## config.mk

```make
export PLATFORM = sky130hd
export DESIGN_NAME = cordic_pre_processing_unit
export DESIGN_NICKNAME = d
export VERILOG_FILES = /design/src/rtl/cordic_pkg.sv /design/src/rtl/cordic_pipe_stage.sv /design/src/rtl/cordic_pre_processing_unit.sv
export SDC_FILE = /design/constraint.sdc
export NUM_CORES = 1
export LEC_CHECK = 0
export CORE_MARGIN = 4
export CORE_UTILIZATION = 35
export DETAILED_ROUTE_END_ITERATION = 6
export DONT_BUFFER_PORTS = 1
export PLACE_DENSITY = 0.51
export SLEW_MARGIN = 20
export SYNTH_ARGS = -nofsm -noshare
export SYNTH_HDL_FRONTEND = slang
export SYNTH_SLANG_ARGS = --single-unit
```

## constraint.sdc

```tcl
create_clock -name clk -period 2.8 [get_ports clk]
set_input_delay 0.28 -clock clk [delete_from_list [all_inputs] [get_ports clk]]
set_output_delay 0.28 -clock clk [all_outputs]
set_load 0.01 [all_outputs]
```

## src/rtl/cordic_pkg.sv

```systemverilog
// Shared constants and flag type for the CORDIC sine/cosine pre/post-processing stages.
package cordic_pkg;

  localparam int DATA_W_DEF = 32'sd16;
  localparam int FRAC_W_DEF = 32'sd13;

  // pi with 24 fractional bits; narrower formats are rounded from this
  localparam int PI_Q24 = 32'sd52707179;

  function automatic int pi_q(input int frac_w);
    return (PI_Q24 + (32'sd1 <<< (32'sd23 - frac_w))) >>> (32'sd24 - frac_w);
  endfunction

  localparam logic signed [16:0] PI_Q      = 17'sd25736;
  localparam logic signed [16:0] HALF_PI_Q = 17'sd12868;
  localparam logic signed [16:0] TWO_PI_Q  = 17'sd51472;

  typedef struct packed {
    logic cos_neg;
    logic sin_neg;
  } cordic_quad_t;

endpackage

```

## src/rtl/cordic_pipe_stage.sv

```systemverilog
// Single valid/ready register slice; refills in the same cycle its content drains.
module cordic_pipe_stage #(
  parameter int W = 32'sd8
) (
  input  logic         clk,
  input  logic         rst_n,
  input  logic         i_valid,
  output logic         o_ready,
  input  logic [W-1:0] i_data,
  output logic         o_valid,
  input  logic         i_ready,
  output logic [W-1:0] o_data
);

  logic         r_valid;
  logic [W-1:0] r_data;
  logic         w_load;

  assign o_ready = !r_valid || i_ready;
  assign w_load  = i_valid && o_ready;
  assign o_valid = r_valid;
  assign o_data  = r_data;

  // Slice state: valid follows upstream whenever the slot is free or draining
  always_ff @(posedge clk or negedge rst_n) begin
    if (!rst_n) begin
      r_valid <= 1'b0;
      r_data  <= '0;
    end else begin
      if (o_ready) begin
        r_valid <= i_valid;
      end
      if (w_load) begin
        r_data <= i_data;
      end
    end
  end

endmodule

```

## src/rtl/cordic_pre_processing_unit.sv

```systemverilog
// Folds a Q3.13 angle into [-pi/2, +pi/2] and emits the post-stage negate flags.
// Optional RANGE_WRAP_EN: wrap out-of-range inputs by 2*pi instead of clamping to +/-pi.
module cordic_pre_processing_unit
  import cordic_pkg::*;
#(
  parameter int DATA_W = 32'sd16,
  parameter int FRAC_W = 32'sd13
) (
  input  logic              clk,
  input  logic              rst_n,
  input  logic              In_valid,
  output logic              In_ready,
  input  logic [DATA_W-1:0] Angle_in,
  output logic              Out_valid,
  input  logic              Out_ready,
  output logic [DATA_W-1:0] Cordic_z_out,
  output logic              Cos_negate_out,
  output logic              Sin_negate_out
);

  localparam int PI_I = pi_q(FRAC_W);
  localparam logic signed [DATA_W:0]   L_PI_W = (DATA_W+1)'(PI_I);
  localparam logic signed [DATA_W-1:0] L_PI   = DATA_W'(PI_I);
  localparam logic signed [DATA_W-1:0] L_HALF = DATA_W'(PI_I >>> 32'sd1);
`ifdef RANGE_WRAP_EN
  localparam logic signed [DATA_W:0]   L_TWO_PI_W = (DATA_W+1)'(PI_I * 32'sd2);
`endif

  logic signed [DATA_W:0]   w_angle_x;
  logic signed [DATA_W:0]   w_zr;
  logic                     w_unused_zr_msb;
  logic                     w_s1_valid;
  logic                     w_s2_ready;
  logic [DATA_W-1:0]        w_s1_data;
  logic signed [DATA_W-1:0] w_s1_zr;
  logic signed [DATA_W-1:0] w_z;
  cordic_quad_t             w_quad;
  logic [DATA_W+1:0]        w_s2_in;
  logic [DATA_W+1:0]        w_s2_out;

  assign w_angle_x       = {Angle_in[DATA_W-1], Angle_in};
  // zr always lies within +/-pi, so the extra bit carries no information
  assign w_unused_zr_msb = w_zr[DATA_W];

  // Stage 1 range reduction into [-pi, +pi]
  always_comb begin
    w_zr = w_angle_x;
`ifdef RANGE_WRAP_EN
    if (w_angle_x > L_PI_W) begin
      w_zr = w_angle_x - L_TWO_PI_W;
    end else if (w_angle_x < -L_PI_W) begin
      w_zr = w_angle_x + L_TWO_PI_W;
    end else begin
      w_zr = w_angle_x;
    end
`else
    if (w_angle_x > L_PI_W) begin
      w_zr = L_PI_W;
    end else if (w_angle_x < -L_PI_W) begin
      w_zr = -L_PI_W;
    end else begin
      w_zr = w_angle_x;
    end
`endif
  end

  cordic_pipe_stage #(.W(DATA_W)) u_stage_range (
    .clk     (clk),
    .rst_n   (rst_n),
    .i_valid (In_valid),
    .o_ready (In_ready),
    .i_data  (w_zr[DATA_W-1:0]),
    .o_valid (w_s1_valid),
    .i_ready (w_s2_ready),
    .o_data  (w_s1_data)
  );

  assign w_s1_zr = w_s1_data;

  // Stage 2 fold by pi; exactly +/-pi/2 stays unfolded
  always_comb begin
    w_z    = w_s1_zr;
    w_quad = '{cos_neg: 1'b0, sin_neg: 1'b0};
    if (w_s1_zr > L_HALF) begin
      w_z    = w_s1_zr - L_PI;
      w_quad = '{cos_neg: 1'b1, sin_neg: 1'b1};
    end else if (w_s1_zr < -L_HALF) begin
      w_z    = w_s1_zr + L_PI;
      w_quad = '{cos_neg: 1'b1, sin_neg: 1'b1};
    end else begin
      w_z    = w_s1_zr;
      w_quad = '{cos_neg: 1'b0, sin_neg: 1'b0};
    end
  end

  assign w_s2_in = {w_z, w_quad};

  cordic_pipe_stage #(.W(DATA_W+2)) u_stage_fold (
    .clk     (clk),
    .rst_n   (rst_n),
    .i_valid (w_s1_valid),
    .o_ready (w_s2_ready),
    .i_data  (w_s2_in),
    .o_valid (Out_valid),
    .i_ready (Out_ready),
    .o_data  (w_s2_out)
  );

  assign Cordic_z_out   = w_s2_out[DATA_W+1:2];
  assign Cos_negate_out = w_s2_out[1];
  assign Sin_negate_out = w_s2_out[0];

endmodule
```

# Word-level counts from Yosys, hierarchy flattened
# Cells that the tools add are included.
[word_totals]
elab_cells = 22
register_bits = 36
in_bits = 20
output_inout_bits = 20
[classes]
magnitude_cmp = 4
reduce_logical = 6
mux = 6
add_sub_neg = 2
[op_table]
columns = ["cell", "count"]
rows = [
  ["$mux 16", 4],
  ["$add 16x16->16 const B", 1],
  ["$gt 16x15->1 const B", 1],
  ["$gt 16x16->1 const B", 1],
  ["$lt 16x15->1 const B", 1],
  ["$lt 16x16->1 const B", 1],
  ["$sub 16x16->16 const B", 1],
  ["$mux 2", 2],
  ["$logic_and 1x1->1", 2],
  ["$logic_not 1->1", 2],
  ["$logic_or 1x1->1", 2],
]

# Logic depth before layout (Yosys ltp)
# Gate-level depths: netlist of run 1.
[logic_depth]
word_depth = 4
depth_mapped = 9
depth_no_buf = 7

# Cells and area by module
# A second synthesis of run 1 with hierarchy kept.
[unflattened]
hier_cells = 214
hier_area_um2 = 2537.4
[modules_own_cells]
columns = ["module", "n_inst", "area_per_inst_um2", "seq_area_each_um2", "cells_per_inst"]
rows = [
  ["cordic_pre_processing_unit", 1, 1083.5, 0.0, 136],
  ["cordic_pipe_stage (u_stage_fold)", 1, 758.2, 475.5, 41],
  ["cordic_pipe_stage (u_stage_range)", 1, 695.7, 425.4, 37],
]

# Worst setup path before layout of run 1
# No wires, ideal clock.
[synth_timing]
path_type = "register to register"
start = "register u_stage_range.r_data[3] (netlist: u_stage_range.o_data[3])"
end = "register u_stage_fold.r_data[13] (netlist: u_stage_fold.o_data[13])"
setup_slack_ns = 0.657
setup_ns = 0.132
arrival_ns = 2.012
stages_incl_launch_ff = 9
required_time_ns = 2.668
n_path_buf = 1
synth_period_minus_slack_ns = 2.143
cell_sequence = "dfrtp_1 buf_2 inv_1 ha_1 or3b_2 a21boi_0 nor2_1 o2111ai_1 or3b_1"
[synth_between]
elab_chain_len = 3
elab_cells_between_ends = 6
classes_between = "2 x add/sub; 2 x order compare; 2 x mux"
[synth_lines]
columns = ["item", "line_no", "text"]
rows = [
  ["from (decl)", "cordic_pipe_stage.sv:16", "logic [W-1:0] r_data;"],
  ["from (signal assigned)", "cordic_pipe_stage.sv:34", "r_data <= i_data;"],
  ["$add 16x16->16 / $lt 16x15->1 (equally long branches)", "cordic_pre_processing_unit.sv:88, cordic_pre_processing_unit.sv:87", ""],
  ["$mux 16", "cordic_pre_processing_unit.sv:87", "end else if (w_s1_zr < -L_HALF) begin"],
  ["$mux 16 *", "cordic_pre_processing_unit.sv:84", "if (w_s1_zr > L_HALF) begin"],
  ["to (signal assigned)", "cordic_pipe_stage.sv:34", ""],
  ["to (decl)", "cordic_pipe_stage.sv:16", ""],
]
# Mark *: on every way between the ends. The rest lies on a longest branch, timed or not.
# A chain may end at the register's enable or synchronous reset.

# Worst setup path in the final report of run 1
# Same ends and word-level chain as after synthesis.

==> results_dict.tcl, run 1 <==
set metrics [dict create \
    critPathRequiredTime_ns 2.97 \
    die_h_um 88.75 \
    grt_overflow 0 \
    whs_ns 0.09214 \
    initial_core_util 0.3594 \
    worstSetupStartpointType "flop" \
    fin_skew_ns 0.002960 \
    fp-row-count 29 \
    ys_dominant_reg_cell "dfrtp_1" \
    ant_nets 0 \
    drive_gt1_frac 0.07115 \
    first_global_vias 2038 \
    tns_ns 0 \
    crit_fanout 10 \
    synth_edf_count 0 \
    first_iter_violations 180 \
    grt_max_degree 36 \
    core_mm2 0.006350 \
    cts_tree "yes" \
    netlist.area_leader.share 0.3838 \
    root_buffer "clkbuf_8" \
    cap_violations 0 \
    finalCriticalPeriod_ns 2.462 \
    wl_per_cell_um 17.88 \
    seq_area_frac_synth 0.3838 \
    grt.total_usage 0.1637 \
    path_class "reg -> reg" \
    cts.clk_slew.worst_paths_ns 0.08 \
    drt_pass1_iterations 4 \
    drv_slew 0 \
    ir_worst_vdd_mv 0.2510 \
    cts_buffer_depth 2 \
    worst_pin_slew_ns 0.6743 \
    synth_seq_cells 35 \
    fin_util 0.3805 \
    antenna_found_initial 0 \
    clk-insertion-delay-late_ns 0.29 \
    max_slew_margin 0.5502 \
    post_cts_buffers 0 \
    ys_warn_count 0 \
    h-tree-depth 2 \
    die_w_um 88.75 \
    timing.fmax_mhz 406.1 \
    async_flop_share 1.000 \
    power.density_mw_per_mm2 721.8 \
    diodes 0 \
    syn_nets 289 \
    grt_pass1_wl_um 10160 \
    hold_class "in -> reg" \
    gp_congestion 0.8525 \
    stdcell_area_mm2 0.002416 \
    via_per_inst 6.209 \
    detailed_place_hpwl_um 4265 \
    total_power_mw 1.744 \
    setup_violations 0 \
    ios 40 \
    numCtsBuffers 5 \
    yosysTopAreaCell "dfrtp_1" \
    status "finished clean" \
    avgSynthCellArea_um2 8.580 \
    total_leakage_power_nw 0.9872 \
    postSynthCellCount 266 \
    synthTopCellsByArea "dfrtp_1 38%, nand2_1 5.4%, nand3_1 3.7%" \
    grt_setup_unrepaired "false" \
    post_dp_cell_area_mm2 0.002273 \
    end_kind "flop" \
    fin_crit_sh 0.8794 \
    vias 2049 \
    synthDistinctLibCells 52 \
    syn_to_final_growth_pct 5.866 \
    wl_um 5902 \
    crit_arrival_ns 2.63 \
    nets 275 \
    hold_viol_final 0 \
    drc_errors 0 \
    synth_area_mm2 0.002282 \
    dieArea_mm2 0.007877 \
    port-buffer-count 0 \
    clock-sinks 35 \
]
cells by family after synthesis:
logic type | Yosys count | synth area share
fa+ha+maj | 3 | 0.01645
compound gates | 70 | 0.2445
simple gates | 124 | 0.2862
buf+inv | 34 | 0.06907
flops | 35 | 0.3838
timing repair:
| item | in CTS | in global routing |
|---|---|---|
| hold endpoints to repair | 35 | 0 |
| resized for setup | 0 | 0 |
| hold buffers | 2 | 0 |
area by class of cell:
| cell class | instances | area, µm² |
|---|---|---|
| fillers | 659 | 3934 |
| clock inverters | 3 | 43.79 |
| repair buffers | 5 | 52.55 |
| well taps | 77 | 96.34 |
| multi-input cells | 197 | 1249 |
| clock buffers | 5 | 68.82 |
| flip-flops and latches | 35 | 875.8 |
| inverters | 8 | 30.03 |
power by group:
part / total (mW) / internal (mW) / switching (mW)
Sequential: 0.833 / 0.625 / 0.208
Combinational: 0.444 / 0.185 / 0.259
Clock: 0.467 / 0.265 / 0.201
Total: 1.74 / 1.07 / 0.669
metal layers:
layer,track usage,routed length (µm),vias up
li1,-,-,982
met3,0.04376,359,9
met1,0.2351,2840,989
met4,0.05082,99,0
met2,0.2389,2602,69
met5,0,0,-
critical path, cell delays in order (launching register included):
cell and delay [ns]:
dfrtp_1 0.50, inv_1 0.18, ha_1 0.21, or3b_2 0.51, a21boi_0 0.31, nor2_1 0.10
o2111ai_1 0.17, or3b_1 0.36
worst paths after layout:
| path | from | to | slack, ns | depth (start not counted) |
|---|---|---|---|---|
| setup / recovery | u_stage_range.o_data[3] | u_stage_fold.o_data[13] | 0.34 | 7 |
| max in group asynchronous | rst_n | u_stage_fold.o_data[2] | 2.18 | 2 |
| min in group asynchronous | rst_n | u_stage_fold.o_data[12] | 0.43 | 2 |
| hold / removal | In_valid | u_stage_range.o_valid | 0.09 | 1 |
| setup reg to reg | u_stage_range.o_data[3] | u_stage_fold.o_data[13] | 0.34 | 7 |
| hold reg to reg | u_stage_range.o_valid | u_stage_fold.o_valid | 0.51 | 1 |
cell usage in the layout (no fill, tap or decap), types with 3 or more instances in the layout:
cell type	netlist	final
a211o_1	8	8
a211oi_1	7	7
a21oi_1	3	3
a221o_1	6	6
a31oi_1	6	6
a32o_1	3	3
a32oi_1	7	7
a41oi_1	3	3
and2_1	3	3
buf_4	2	3
clkbuf_8	0	5
dfrtp_1	35	35
ha_1	3	3
inv_1	8	8
nand2_1	33	33
nand2b_1	4	4
nand3_1	17	17
nand4_1	4	4
nor2_1	22	22
nor3_1	16	16
nor3b_1	4	4
o21ai_0	6	6
o31ai_1	4	4
or3_1	3	3
or4_1	3	3
through the flow:
stage	std cells	worst slack (ns)
3_5_place_dp	320	0.3733
2_1_floorplan	266	0.6569
6_report	330	0.3378
5_1_grt	330	0.2095
4_1_cts	330	0.3646
3_3_place_gp	320	0.3743
state kept, by name, summed over array words and instances, names as in the netlist:
| name | count |
|---|---|
| u_stage_fold.o_valid | 1 |
| u_stage_range.o_data | 16 |
| u_stage_fold.o_data | 17 |
| u_stage_range.o_valid | 1 |
synthesized netlist by cell type, types with 3 or more instances:
library cell and n:
dfrtp_1 35, nand2_1 33, nor2_1 22, nand3_1 17
nor3_1 16, clkbuf_1 15, a211o_1 8, inv_1 8
a211oi_1 7, a32oi_1 7, a221o_1 6, a31oi_1 6
buf_2 6, o21ai_0 6, nand2b_1 4, nand4_1 4
nor3b_1 4, o31ai_1 4, a21oi_1 3, a32o_1 3
a41oi_1 3, and2_1 3, ha_1 3, or3_1 3
or4_1 3
Note: power is estimated with default switching activity, not from simulation.
==> run 2: changes to the inputs <==
- CORE_MARGIN: 4 -> 2
- REMOVE_ABC_BUFFERS: unset -> 1
==> results_dict.tcl, run 2 (synthesis gave the netlist of run 1 again) <==
set metrics [dict create \
    largest_register_ffs 17 \
    seqCellArea_um2 875.8 \
    hp-start "In_valid" \
    max_slew_margin 0.5139 \
    combPwrFrac 0.270 \
    ctsHoldBuffers 2 \
    via_per_inst 6.018 \
    first_iter_violations 175 \
    total_leakage_power_nw 0.9657 \
    antenna_found_initial 0 \
    crit_fanout 10 \
    initial_core_util 0.3615 \
    fin_crit_sh 0.8654 \
    drc_errors 0 \
    cts_resized 0 \
    drv_slew 0 \
    timing.rr.end "u_stage_fold.o_data[13]" \
    r2r_slack_ns 0.38 \
    final_common_cell "dfrtp_1" \
    diodes 0 \
    root_buffer "clkbuf_8" \
    numCtsBuffers 5 \
    hold_class "in -> reg" \
    hold_path_depth 1 \
    power.internal_uw 982.6 \
    power_frac_seq 0.507 \
    clk-insertion-delay-late_ns 0.29 \
    clock-sinks 35 \
    critPathRequiredTime_ns 2.97 \
    hold_viol_final 0 \
    multi_input_area_mm2 0.001249 \
    post_cts_buffers 0 \
    drive_gt1_frac 0.06349 \
    fin_skew_ns 0.005550 \
    ant_nets 0 \
    crit_arrival_ns 2.59 \
    gp_congestion 0.7879 \
    status "finished clean" \
    layout_common_cells "35 x dfrtp_1, 33 x nand2_1, 22 x nor2_1, 17 x nand3_1, 16 x nor3_1" \
    grt_pass1_wl_um 9804 \
    wl_per_cell_um 17.65 \
    detailed_place_hpwl_um 4083 \
    fp-row-count 29 \
    swShare 0.4010 \
    r2r-start "u_stage_range.o_data[3]" \
    timing.fmax_mhz 412.7 \
    cap_violations 0 \
    holdPathEnd "u_stage_range.o_valid" \
    nets 274 \
    wl_um 5808 \
    setup_violations 0 \
    path_class "reg -> reg" \
    tns_ns 0 \
    die_w_um 84.75 \
    fill_cells 685 \
    finalCriticalPeriod_ns 2.423 \
    syn_to_final_growth_pct 4.331 \
    cts_buffer_depth 2 \
    grt.total_usage 0.1689 \
    end_kind "flop" \
    reg2regPathDepth 7 \
    worstSetupStartpointType "flop" \
    worst_pin_slew_ns 0.7288 \
    p_switching_uw 657.7 \
    cts.clk_slew.worst_paths_ns 0.08 \
    fin_util 0.3771 \
    core_mm2 0.006314 \
    cts_tree "yes" \
    ios 40 \
    h-tree-depth 2 \
    dieArea_mm2 0.007183 \
    die_h_um 84.75 \
    port-buffer-count 0 \
    grt_max_degree 36 \
    clkPwrFrac 0.223 \
    power.density_mw_per_mm2 688.9 \
    ir_worst_vdd_mv 0.2325 \
    grt_overflow 0 \
    grt_setup_unrepaired "false" \
    first_global_vias 1886 \
    drt_pass1_iterations 4 \
    vias 1980 \
]
[run 2: cell count changes in the layout (fill, tap and decap cells not counted)]
cell,previous run,this run
buf_4,3,2
clkinvlp_4,0,1
clkinv_4,1,0
clkbuf_1,0,1
bufinv_16,1,0
[run 2: per-layer routing]
layer	track usage	share of wire	vias to the layer above
met5	0	0	-
met3	0.03245	0.046	5
li1	-	-	978
met1	0.2584	0.50	938
met2	0.2434	0.44	59
met4	0.04329	0.0098	0
[run 2: layout make-up]
cell class	count	area share
clock buffer	6	0.03048
multi-input combinational	197	0.5244
timing repair buffer	4	0.01892
sequential	35	0.3678
tap	77	0.04046
clock inverter	2	0.005255
inverter	8	0.01261
[run 2: worst max-delay path, cell delays in order (launching register included)]
cell       delay (ns)
dfrtp_1          0.50
inv_1            0.16
ha_1             0.22
or3b_2           0.52
a21boi_0         0.29
nor2_1           0.09
o2111ai_1        0.16
or3b_1           0.36
[run 2: power by group through the flow]
| stage | Sequential (mW) | Clock (mW) | Combinational (mW) |
|---|---|---|---|
| 2_1_floorplan | 0.787 | 0 | 0.343 |
| 3_3_place_gp | 0.841 | 0 | 0.430 |
| 3_5_place_dp | 0.843 | 0 | 0.428 |
| 4_1_cts | 0.833 | 0.378 | 0.446 |
| 5_1_grt | 0.860 | 0.403 | 0.498 |
| 6_report | 0.831 | 0.366 | 0.443 |
[run 2: through the flow]
step | worst slack (ns) | instance area (µm²) | power (mW) | hold slack [ns] | std cells
after floorplan | 0.7021 | 2155 | 1.130 | -0.01559 | 240
after global placement | 0.4026 | 2266 | 1.271 | -0.01455 | 319
after detailed placement | 0.3882 | 2266 | 1.271 | -0.01407 | 319
after CTS | 0.3686 | 2381 | 1.657 | 0.08728 | 329
after global routing | 0.2064 | 2381 | 1.761 | 0.09501 | 329
final | 0.3770 | 2381 | 1.640 | 0.09161 | 329
[run 2: how the worst max path moves through the flow]
stage	cells after the start	startpoint	slack, ns	end
after floorplan	5	u_stage_range.o_data[6]	0.70	u_stage_fold.o_data[11]
after global placement	7	u_stage_range.o_data[3]	0.40	u_stage_fold.o_data[13]
after CTS	7	u_stage_range.o_data[3]	0.37	u_stage_fold.o_data[13]
after detailed placement	7	u_stage_range.o_data[3]	0.39	u_stage_fold.o_data[13]
final	7	u_stage_range.o_data[3]	0.38	u_stage_fold.o_data[13]
after global routing	7	u_stage_range.o_data[3]	0.21	u_stage_fold.o_data[13]
